**src/rtl/mem_port_arbiter.sv**
```systemverilog
// Round-robin arbiter sharing one single-port synchronous memory between two requesters.
// Each access is sequenced IDLE -> ACC (-> RESP for reads) -> IDLE.
module mem_port_arbiter #(
  parameter int ADDR_W = 8,
  parameter int DATA_W = 16
) (
  input  logic              clk,
  input  logic              reset,
  input  logic              r0_req,
  input  logic              r0_we,
  input  logic [ADDR_W-1:0] r0_addr,
  input  logic [DATA_W-1:0] r0_wdata,
  output logic              r0_gnt,
  output logic              r0_rvalid,
  output logic [DATA_W-1:0] r0_rdata,
  input  logic              r1_req,
  input  logic              r1_we,
  input  logic [ADDR_W-1:0] r1_addr,
  input  logic [DATA_W-1:0] r1_wdata,
  output logic              r1_gnt,
  output logic              r1_rvalid,
  output logic [DATA_W-1:0] r1_rdata,
  output logic              mem_en,
  output logic              mem_we,
  output logic [ADDR_W-1:0] mem_addr,
  output logic [DATA_W-1:0] mem_wdata,
  input  logic [DATA_W-1:0] mem_rdata,
  output logic              busy,
  output logic              last_grant,
  output logic [1:0]        state
);

  typedef enum logic [1:0] {
    IDLE = 2'd0,
    ACC  = 2'd1,
    RESP = 2'd2
  } state_t;

  state_t st;
  logic   sel_q;
  logic   pick;

  // On contention the requester that was not granted last time wins.
  always_comb begin
    pick = 1'b0;
    if (r0_req && r1_req) pick = ~last_grant;
    else if (r1_req)      pick = 1'b1;
  end

  assign busy  = (st != IDLE);
  assign state = st;

  always_ff @(posedge clk) begin
    if (reset) begin
      st         <= IDLE;
      sel_q      <= 1'b0;
      last_grant <= 1'b1;
      r0_gnt     <= 1'b0;
      r1_gnt     <= 1'b0;
      r0_rvalid  <= 1'b0;
      r1_rvalid  <= 1'b0;
      r0_rdata   <= '0;
      r1_rdata   <= '0;
      mem_en     <= 1'b0;
      mem_we     <= 1'b0;
      mem_addr   <= '0;
      mem_wdata  <= '0;
    end else begin
      r0_gnt    <= 1'b0;
      r1_gnt    <= 1'b0;
      r0_rvalid <= 1'b0;
      r1_rvalid <= 1'b0;
      case (st)
        IDLE: begin
          if (r0_req || r1_req) begin
            sel_q      <= pick;
            last_grant <= pick;
            r0_gnt     <= ~pick;
            r1_gnt     <= pick;
            mem_en     <= 1'b1;
            mem_we     <= pick ? r1_we    : r0_we;
            mem_addr   <= pick ? r1_addr  : r0_addr;
            mem_wdata  <= pick ? r1_wdata : r0_wdata;
            st         <= ACC;
          end
        end
        ACC: begin
          mem_en <= 1'b0;
          mem_we <= 1'b0;
          st     <= mem_we ? IDLE : RESP;
        end
        RESP: begin
          if (sel_q) begin
            r1_rdata  <= mem_rdata;
            r1_rvalid <= 1'b1;
          end else begin
            r0_rdata  <= mem_rdata;
            r0_rvalid <= 1'b1;
          end
          st <= IDLE;
        end
        default: st <= IDLE;
      endcase
    end
  end

endmodule

```
**config.mk**
```make
export PLATFORM = sky130hd
export DESIGN_NAME = mem_port_arbiter
export DESIGN_NICKNAME = d
export VERILOG_FILES = /design/src/rtl/mem_port_arbiter.sv
export SDC_FILE = /design/constraint.sdc
export NUM_CORES = 1
export LEC_CHECK = 0
export CAP_MARGIN = 10
export CORE_MARGIN = 8
export CORE_UTILIZATION = 35
export DETAILED_ROUTE_END_ITERATION = 10
export MAX_ROUTING_LAYER = met4
export PLACE_DENSITY_LB_ADDON = 0.2
export SLEW_MARGIN = 10
export SYNTH_ARGS = -nofsm -noshare
export SYNTH_HDL_FRONTEND = slang
export SYNTH_SLANG_ARGS = --single-unit
```
**constraint.sdc**
```tcl
create_clock -name clk -period 1.2 [get_ports clk]
set_input_delay 0.24 -clock clk [delete_from_list [all_inputs] [get_ports clk]]
set_output_delay 0.24 -clock clk [all_outputs]
set_load 0.005 [all_outputs]
```
==> flow_summary.ini <==
[clock_network]
htreeDepth = 3
cts.clk_slew.worst_paths_ns = 0.07
cts_tree = built
cts_sinks = 66
clock_latency_ns = 0.33
cts_root_buf = clkbuf_8
clockBufferDepth = 2
cts-buffers-inserted = 9
ctsHoldBuffers = 0

[floorplanning]
row_count = 31
io_pins = 136
dieArea_um2 = 10400
die_w_um = 102
core_area_um2 = 7180
die_h_um = 102
start_util = 0.359

[run]
maxCapViolCount = 0

[layout]
syn_to_final_growth_pct = 87.5
final_common_cell = nand2_1
final_area_um2 = 4830
layout_common_cells = 103 x nand2_1, 66 x clkdlybuf4s50_1, 52 x dlygate4sd2_1
diodes = 0
fin_nets = 541
fin_cells = 575
drive_gt1_frac = 0.271

[worst_setup_path]
r2r-start = state[0]
slowest_delay_ns = 0.42
worstPathArrival_ns = 1.55
critPathKind = reg2reg
start_kind = register
crit_start = state[0]
crit_chain = buf_6 -> or3b_4 -> clkbuf_16 -> nand2_1 -> a21oi_2
end_kind = register
cp_max_fo = 8
crit_slowest_cell = or3b_4
worstPathRequired_ns = 1.43

[timing]
post-route-min-period_ns = 1.32
rsz0062_at_grt = true
setup_viol = 59
finalWorstSetupSlack_ns = -0.116
fmax_mhz = 760
whs_ns = 0.308
slew_headroom = 0.814
skew_ns = 0.00559
slew_violations = 0
period_share = 1.10
hold_violations = 0
tightest_slew_ns = 0.279
tns_ns = -3.32

[synthesis]
synthSimpleGateAreaFrac = 0.216
synth_top_family_by_area = simple AND/OR/NAND/NOR gates
synthAdderAreaFrac = 0
netlist_area_um2 = 2580
synth.top_cell.area_share = 0.513
avgSynthCellArea_um2 = 8.23
synthFlopType = dfxtp_1
syn-instance-count = 313
synth-compound-area-share = 0.216
postSynth.asyncResetShare = 0
synth_cell_types = 24
syn_nets = 383
synth_edf_count = 0
synthMuxAreaShare = 0
yosysWarnings = 0
synth_top_cell_by_area = dfxtp_1
post_synth_xor_area_fraction = 0
ys_ff_latch = 66
synth.area.top_cells = dfxtp_1 51%, nand2_1 17%, a21oi_1 11%, a311oi_1 8.5%, buf_4 2.0%
synth_seq_area_share = 0.513

[detailed_routing]
drc = 0
wirelength_mm = 9.52
firstDrtPassIters = 4
ant_nets = 0
drt-initial-drc-count = 92
routed_via_density = 4.98
wire_per_inst_um = 16.6
num_vias = 2862

[worst_hold_path]
worstHoldStart = reset
holdCritPathClass = in2reg

[global_route]
antenna_found_initial = 0
grt_start_max_net_pins = 44
grt_first_pass_wirelength_mm = 14.3
gr-total-overflow = 0
grt_pass1_vias = 2924
gr-usage-all-layers = 0.182

[outcome]
violations = negative setup slack
status = complete, but fails checks

[place]
place_inst = 539
portBuffers = 135
gp_congestion = 0.765
dpl-instance-area_um2 = 4150
place_ws_ns = -0.620
post-dp-hpwl_mm = 5.97

[power]
p_leak_nw = 2.04
max-vdd-ir-drop_mv = 0.606
power.density_nw_per_um2 = 1220
[final cells by class]
class	count	area [um2]
clock buffers	11	141
clock inverters	5	77.6
fillers	620	2340
inverters	1	6.26
multi-input cells	222	1320
flip-flops and latches	66	1350
well taps	99	124
repair buffers	171	1810
[cell usage after synthesis (2+ instances only)]
cell type  count
nand2_1      116
dfxtp_1       66
a21oi_1       58
a311oi_1      25
buf_2          9
buf_4          7
clkbuf_1       7
nor2_1         4
nor3_1         3
nand3b_1       2
nor2_4         2
o21ai_0        2
[kinds of logic (layout without fill, tap and decap cells)]
| group | count (synthesis) | count (layout) |
|---|---|---|
| and+or+nand+nor | 133 | 134 |
| AOI/OAI and AO/OA | 88 | 88 |
| DFF | 66 | 66 |
| buffers and inverters | 26 | 188 |
[worst max-delay path: cells and delay by family (launching register included)]
kind,cells,cell delay (ns)
and+or+nand+nor,2,0.49
DFF,1,0.36
buffers and inverters,2,0.31
AOI/OAI and AO/OA,1,0.05
[state kept, by name, summed over array words and instances (netlist names)]
name        count
r1_gnt          1
r1_rvalid       1
state           2
r0_rvalid       1
r0_rdata       16
sel_q           1
mem_we          1
mem_en          1
last_grant      1
mem_addr        8
r1_rdata       16
mem_wdata      16
r0_gnt          1
[through the flow]
step                       util  power (W)
after floorplan               -    0.00290
after global placement    0.579    0.00360
after detailed placement  0.579    0.00362
after CTS                 0.642    0.00586
after global routing      0.673    0.00614
final                     0.673    0.00591
[routing by layer]
| metal | global-route usage | up-vias | routed length, um |
|---|---|---|---|
| met5 | - | - | 0 |
| met4 | 0.0688 | 0 | 157 |
| met3 | 0.0640 | 15 | 838 |
| met2 | 0.297 | 132 | 4500 |
| met1 | 0.200 | 1322 | 4020 |
| li1 | - | 1393 | - |
[repair_timing]
| item | 4_1_cts | 5_1_grt |
|---|---|---|
| buffers inserted | 15 | 2 |
| cloned | 5 | 3 |
| pin swaps | 35 | 17 |
| endpoints found under the setup margin | 97 | 80 |
| gates resized for setup | 96 | 83 |
[path summary, 6_finish.rpt]
kind             endpoint  slack [ns]  cells after the start
min           r1_rdata[9]        0.31                      3
max          r0_rdata[11]       -0.12                      5
max reg2reg  r0_rdata[11]       -0.12                      5
min reg2reg  r1_rdata[13]        0.45                      2
[power by group]
part           switching (W)  total, W  internal [W]
clock               0.000860   0.00208       0.00122
sequential         0.0000948   0.00244       0.00234
combinational       0.000586   0.00139      0.000802
total                0.00154   0.00591       0.00437
Power figures use the tool's default switching activity.
